File: src/rtl/systolic_feeder_pkg.sv
// Shared definitions for the systolic array feeder: array size, sequence
// lengths, controller state encoding and the operand skew helper.
package systolic_feeder_pkg;

   localparam int N            = 8;
   localparam int FEED_STEPS   = 22;
   localparam int FLUSH_CYCLES = 16;
   localparam int READ_CYCLES  = 9;

   typedef enum logic [2:0] {
      IDLE,
      CLEAR,
      FEED,
      FLUSH,
      READ
   } state_t;

   // Skewed operand byte for one FEED cycle.
   // phase 0 (B half): bit j = B[step-j][j]
   // phase 1 (A half): bit i = A[i][step-i]
   // Matrices are flattened row-major: element [r][c] sits at bit r*N+c.
   function automatic logic [N-1:0] feed_byte(input logic [N*N-1:0] a_bits,
                                              input logic [N*N-1:0] b_bits,
                                              input logic [4:0]     step,
                                              input logic           phase);
      logic [N-1:0] v;
      int           k;
      v = '0;
      for (int p = 0; p < N; p++) begin
         k = int'(step) - p;
         if (k >= 0 && k < N) begin
            v[p] = phase ? a_bits[p*N + k] : b_bits[k*N + p];
         end
      end
      return v;
   endfunction

endpackage

File: src/rtl/systolic_feeder_bit_matrix_bank.sv
// bit_matrix_bank: N x N bit storage.
// Ports:
//   clk, reset          clock, async active-high reset (clears all bits)
//   wr_en/wr_addr/wr_data  one row write port
//   rd_addr/rd_data     combinational row read port
//   bits                all N*N bits, row-major (element [r][c] at r*N+c)
module bit_matrix_bank
   import systolic_feeder_pkg::*;
(
   input  logic                 clk,
   input  logic                 reset,
   input  logic                 wr_en,
   input  logic [$clog2(N)-1:0] wr_addr,
   input  logic [N-1:0]         wr_data,
   input  logic [$clog2(N)-1:0] rd_addr,
   output logic [N-1:0]         rd_data,
   output logic [N*N-1:0]       bits
);

   logic [N-1:0] mem [N];

   always_ff @(posedge clk or posedge reset) begin
      if (reset) begin
         for (int r = 0; r < N; r++) begin
            mem[r] <= '0;
         end
      end else if (wr_en) begin
         mem[wr_addr] <= wr_data;
      end
   end

   assign rd_data = mem[rd_addr];

   always_comb begin
      bits = '0;
      for (int r = 0; r < N; r++) begin
         bits[r*N +: N] = mem[r];
      end
   end

endmodule

File: src/rtl/systolic_feeder.sv
// systolic_feeder: sequences an external bit-serial OR/AND systolic array to
// compute C[i][j] = OR_k (A[i][k] & B[k][j]).
// Ports:
//   clk, reset                  clock, async active-high reset
//   wr_en/wr_sel/wr_addr/wr_data host writes to operand bank A (sel=0) or B (sel=1)
//   start                       request a multiply (ignored while busy)
//   busy, done                  run in progress / one-cycle completion pulse
//   rd_addr, rd_data            combinational read of result row
//   arr_clear, arr_data, arr_readout  array controls and operand stream
//   arr_res                     array bottom-row output, captured during READ
//
// state | meaning
// IDLE  | waiting for start; host may write operands
// CLEAR | one cycle, array accumulators cleared
// FEED  | 22 steps x 2 cycles, B half then A half of each step
// FLUSH | 16 cycles, let partial results drain through the array
// READ  | 9 cycles with readout high; cycles 2..9 capture rows 7..0
module systolic_feeder #(
   parameter int N = 8
) (
   input  logic         clk,
   input  logic         reset,
   input  logic         wr_en,
   input  logic         wr_sel,
   input  logic [2:0]   wr_addr,
   input  logic [N-1:0] wr_data,
   input  logic         start,
   output logic         busy,
   output logic         done,
   input  logic [2:0]   rd_addr,
   output logic [N-1:0] rd_data,
   output logic         arr_clear,
   output logic [N-1:0] arr_data,
   output logic         arr_readout,
   input  logic [N-1:0] arr_res
);

   import systolic_feeder_pkg::*;

   localparam logic [5:0] FEED_LAST = 6'(2*FEED_STEPS - 1);

   state_t         state;
   logic [5:0]     feed_cnt;
   logic [5:0]     feed_nxt;
   logic [3:0]     timer;
   logic [N*N-1:0] a_bits;
   logic [N*N-1:0] b_bits;
   logic [N-1:0]   a_row_unused;
   logic [N-1:0]   b_row_unused;
   logic [N*N-1:0] res_bits_unused;
   logic           op_wr;
   logic           res_wr;

   // Operands are only writable in IDLE so a run sees a frozen snapshot;
   // a write coinciding with an accepted start still lands before CLEAR.
   assign op_wr    = wr_en && (state == IDLE);
   // READ timer counts 8..0; values 7..0 are capture cycles and equal the row.
   assign res_wr   = (state == READ) && (timer < 4'(N));
   assign feed_nxt = feed_cnt + 6'd1;

   bit_matrix_bank u_bank_a (
      .clk     (clk),
      .reset   (reset),
      .wr_en   (op_wr && !wr_sel),
      .wr_addr (wr_addr),
      .wr_data (wr_data),
      .rd_addr (wr_addr),
      .rd_data (a_row_unused),
      .bits    (a_bits)
   );

   bit_matrix_bank u_bank_b (
      .clk     (clk),
      .reset   (reset),
      .wr_en   (op_wr && wr_sel),
      .wr_addr (wr_addr),
      .wr_data (wr_data),
      .rd_addr (wr_addr),
      .rd_data (b_row_unused),
      .bits    (b_bits)
   );

   bit_matrix_bank u_bank_res (
      .clk     (clk),
      .reset   (reset),
      .wr_en   (res_wr),
      .wr_addr (timer[2:0]),
      .wr_data (arr_res),
      .rd_addr (rd_addr),
      .rd_data (rd_data),
      .bits    (res_bits_unused)
   );

   // Outputs are registered for the state being entered, so arr_data for a
   // FEED cycle is computed from the counter value that cycle will hold.
   always_ff @(posedge clk or posedge reset) begin
      if (reset) begin
         state       <= IDLE;
         feed_cnt    <= '0;
         timer       <= '0;
         busy        <= 1'b0;
         done        <= 1'b0;
         arr_clear   <= 1'b0;
         arr_data    <= '0;
         arr_readout <= 1'b0;
      end else begin
         done <= 1'b0;
         case (state)
            IDLE: begin
               if (start) begin
                  state     <= CLEAR;
                  busy      <= 1'b1;
                  arr_clear <= 1'b1;
               end
            end
            CLEAR: begin
               state     <= FEED;
               arr_clear <= 1'b0;
               feed_cnt  <= '0;
               arr_data  <= feed_byte(a_bits, b_bits, 5'd0, 1'b0);
            end
            FEED: begin
               if (feed_cnt == FEED_LAST) begin
                  state    <= FLUSH;
                  feed_cnt <= '0;
                  timer    <= 4'(FLUSH_CYCLES - 1);
                  arr_data <= '0;
               end else begin
                  feed_cnt <= feed_nxt;
                  arr_data <= feed_byte(a_bits, b_bits, feed_nxt[5:1], feed_nxt[0]);
               end
            end
            FLUSH: begin
               if (timer == 4'd0) begin
                  state       <= READ;
                  timer       <= 4'(READ_CYCLES - 1);
                  arr_readout <= 1'b1;
               end else begin
                  timer <= timer - 4'd1;
               end
            end
            READ: begin
               if (timer == 4'd0) begin
                  state       <= IDLE;
                  busy        <= 1'b0;
                  arr_readout <= 1'b0;
                  done        <= 1'b1;
               end else begin
                  timer <= timer - 4'd1;
               end
            end
            default: begin
               state <= IDLE;
            end
         endcase
      end
   end

endmodule

File: config.mk
export PLATFORM = sky130hd
export DESIGN_NAME = systolic_feeder
export DESIGN_NICKNAME = d
export VERILOG_FILES = /design/src/rtl/systolic_feeder_pkg.sv /design/src/rtl/systolic_feeder_bit_matrix_bank.sv /design/src/rtl/systolic_feeder.sv
export SDC_FILE = /design/constraint.sdc
export NUM_CORES = 1
export LEC_CHECK = 0
export BUFFER_PORTS_ARGS = -buffer_cell sky130_fd_sc_hd__buf_2
export CAP_MARGIN = 10
export CORE_MARGIN = 2
export CORE_UTILIZATION = 50
export CTS_BUF_LIST = sky130_fd_sc_hd__clkbuf_16
export CTS_CLUSTER_DIAMETER = 40
export DETAILED_ROUTE_END_ITERATION = 8
export PLACE_DENSITY = 0.68
export SYNTH_ARGS = -nofsm -noshare
export SYNTH_HDL_FRONTEND = slang
export SYNTH_SLANG_ARGS = --single-unit
File: constraint.sdc
create_clock -name clk -period 6.95 [get_ports clk]
set_clock_uncertainty 0.1 [all_clocks]
set_input_delay 0.695 -clock clk [delete_from_list [all_inputs] [get_ports clk]]
set_output_delay 0.695 -clock clk [all_outputs]
set_load 0.03 [all_outputs]
==> results.cfg <==
[grt]
grt_pass1_vias = 7970
antenna_found_initial = 0
grt_util_all_layers = 0.230
grt_pass1_wl_um = 46200
grt_max_degree = 81
overflow = 0

[synthesis]
synthMuxAreaShare = 0.387
syn_area_per_cell_um2 = 13.9
synth-edff-count = 0
synth_top_area_frac = 0.445
synth_async_sr_flop_share = 1.00
synth_cell_type_count = 64
ys.flop_type = dfrtp_1
synth-adder-area-share = 0.0174
ys_top_cells_by_area = dfrtp_1, mux2_2, mux4_2, mux2i_1, ha_1
synth_top_family_by_area = multiplexers
yosysWarnings = 0
syn_inst = 876
synth.most_common_cell = dfrtp_1
synth-seq-cells = 217
synth_compound_area_frac = 0.0466
synth_simple_gate_area_frac = 0.0536
synthTopCellsByCount = dfrtp_1, mux2_2, mux4_2
synthesis.nets = 920
mappedNetlistArea_mm2 = 0.0122
synth-seq-area-share = 0.445
synth-xor-area-share = 0.0263
synth_top_area_cell = dfrtp_1

[clock_network]
cts_hold_buf = 0
cts_buffers = 30
clk_latency_ns = 0.55
cts_tree = built
post_cts_resized = 0
clkTransAtPathRegs_ns = 0.06
cts_setup_buffers = 0
htree_levels = 1
cts_buffer_depth = 3
cts_sinks = 217
cts_root_buffer = clkbuf_16

[finish]
multi_input_area_mm2 = 0.00651
fin_util = 0.569
regArea_mm2 = 0.00543
num-nets-final = 955
drive_gt1_frac = 0.456
fillers = 1902
insertedDiodeCount = 0
areaGrowthSynthToFinish_pct = 12.6

[routing]
drt_iter0_markers = 532
drc = 0
via_per_inst = 6.16
drtPass1Iterations = 5
drt_wl_total_um = 28600
drtAntennaViolNets = 0
post_drt_wl_per_cell_um = 22.7
via_count = 7743

[floorplanning]
initial_core_util = 0.505
io_pins = 47
die_area_mm2 = 0.0257
die_w_um = 160
die_y_um = 160
core_area_mm2 = 0.0242
row_count = 57

[power_and_ir_drop]
p_switching_mw = 2.09
power_frac_clock = 0.283
p_comb_frac = 0.444
internal-power_mw = 3.44
p_leak_nw = 6.24
seq_power_share = 0.272
vdd_drop_max_mv = 0.265
powerDensity_mw_per_mm2 = 403
sw_frac_of_total = 0.378

[sta]
tightest_slew_ns = 0.935
max_slew_margin = 0.377
layout_setup_ws_ns = 2.41
period_minus_slack_ns = 4.54
rsz0062_at_grt = no
period_share = 0.653
setup_violations = 0
tns_ns = 0
hold_viol = 0
hold_slack_ns = 0.114
fmax_mhz = 220
drv_slew = 0

[critical_path]
worstPathRequired_ns = 7.28
worst_setup_path_end_kind = flip-flop
crit_chain = ha_4, xor2_4, inv_4, ha_1, xnor2_2, mux4_2, o22ai_1, nor4_1, a21oi_1, a31oi_1
start_kind = flip-flop
crit_slowest_cell = dfrtp_1
critPathArrivalTime_ns = 4.87
path_max_fanout = 22
critical_path_class = reg -> reg
critPathMaxStageDelay_ns = 0.85

[status]
outcome = complete, no violations

[place]
place_ws_ns = 2.39
place.gp.congestion = 0.899
io_buffers = 46
dp_hpwl_um = 19600

[hold_path]
hp-class = in -> async

[run]
maxCapViolCount = 0
==> kinds of logic after synthesis <==
group / count (synthesis)
compound gates: 88
buf+inv: 67
fa+ha+maj: 17
flops: 217
simple gates: 134
mux: 330
xor+xnor: 23
==> stage by stage <==
step	cell area, um^2	total power [mW]	std cells
6_report	13800	5.53	1258
5_1_grt	13800	5.87	1258
4_1_cts	13800	5.58	1258
3_5_place_dp	12700	3.99	1203
3_3_place_gp	12700	3.98	1203
2_1_floorplan	12200	3.52	876
==> area by class of cell <==
type	instances	share of cell area
Inverter	17	0.00573
Clock buffer	31	0.0564
Sequential cell	217	0.395
Timing Repair Buffer	53	0.0206
Tap cell	324	0.0295
Clock inverter	24	0.0196
Multi-Input combinational cell	592	0.473
==> cell usage in the layout, fill, tap and decap left out, types with 4 or more instances in the layout <==
cell and n:
inv_8 4, mux2i_1 30, buf_2 46, clkinv_4 8, nor2_1 27, clkinv_1 5, xnor2_1 5, o21ai_0 21
nor3_1 8, bufinv_16 4, ha_1 15, clkbuf_16 31, a31oi_1 6, xor2_1 8, nand2_1 52, a21oi_1 23
mux2_2 204, inv_1 13, buf_4 7, nand3_1 13, dfrtp_1 217, and2_1 5, mux4_2 92
==> critical path: cells and delay by family, from the launching register on <==
kind | cells | cell delay [ns]
simple gates | 1 | 0.08
mux | 1 | 0.60
xor+xnor | 2 | 1.38
fa+ha+maj | 2 | 0.70
buf+inv | 1 | 0.30
compound gates | 3 | 0.38
flops | 1 | 0.85
==> flip-flops by register name, indices dropped and copies added (netlist names) <==
register         flops
busy                 1
state                3
arr_readout          1
arr_clear            1
timer                4
u_bank_b.bits       64
arr_data             8
u_bank_a.bits       64
u_bank_res.bits     64
feed_cnt             6
done                 1
==> layer usage <==
layer | GRT usage | up-vias | share of wire
met5 | 0 | - | 0
met3 | 0.0418 | 45 | 0.056
li1 | - | 3421 | -
met4 | 0.0573 | 0 | 0.021
met1 | 0.332 | 4044 | 0.45
met2 | 0.366 | 233 | 0.47
==> final timing paths <==
check / end / cells past startpoint / slack, ns / start
setup / recovery: arr_data[5]$_DFFE_PP0P_ / 10 / 2.41 / feed_cnt[0]$_DFFE_PP0P_
hold / removal: u_bank_b.bits[23]$_DFFE_PP0P_ / 2 / 0.11 / reset
setup reg to reg: arr_data[5]$_DFFE_PP0P_ / 10 / 2.41 / feed_cnt[0]$_DFFE_PP0P_
hold reg to reg: u_bank_b.bits[31]$_DFFE_PP0P_ / 1 / 0.40 / u_bank_b.bits[31]$_DFFE_PP0P_
max in group asynchronous: u_bank_res.bits[61]$_DFFE_PP0P_ / 3 / 5.31 / reset
min in group clk: arr_clear$_DFFE_PP0P_ / 3 / 0.36 / start
==> power groups by stage <==
stage	clock (mW)	sequential (mW)	combinational, mW
floorplan	0	1.46	2.05
global placement	0	1.52	2.45
detailed placement	0	1.53	2.47
CTS	1.59	1.51	2.48
global route	1.65	1.53	2.69
finish	1.57	1.51	2.46
Note: power is estimated with default switching activity, not from simulation.
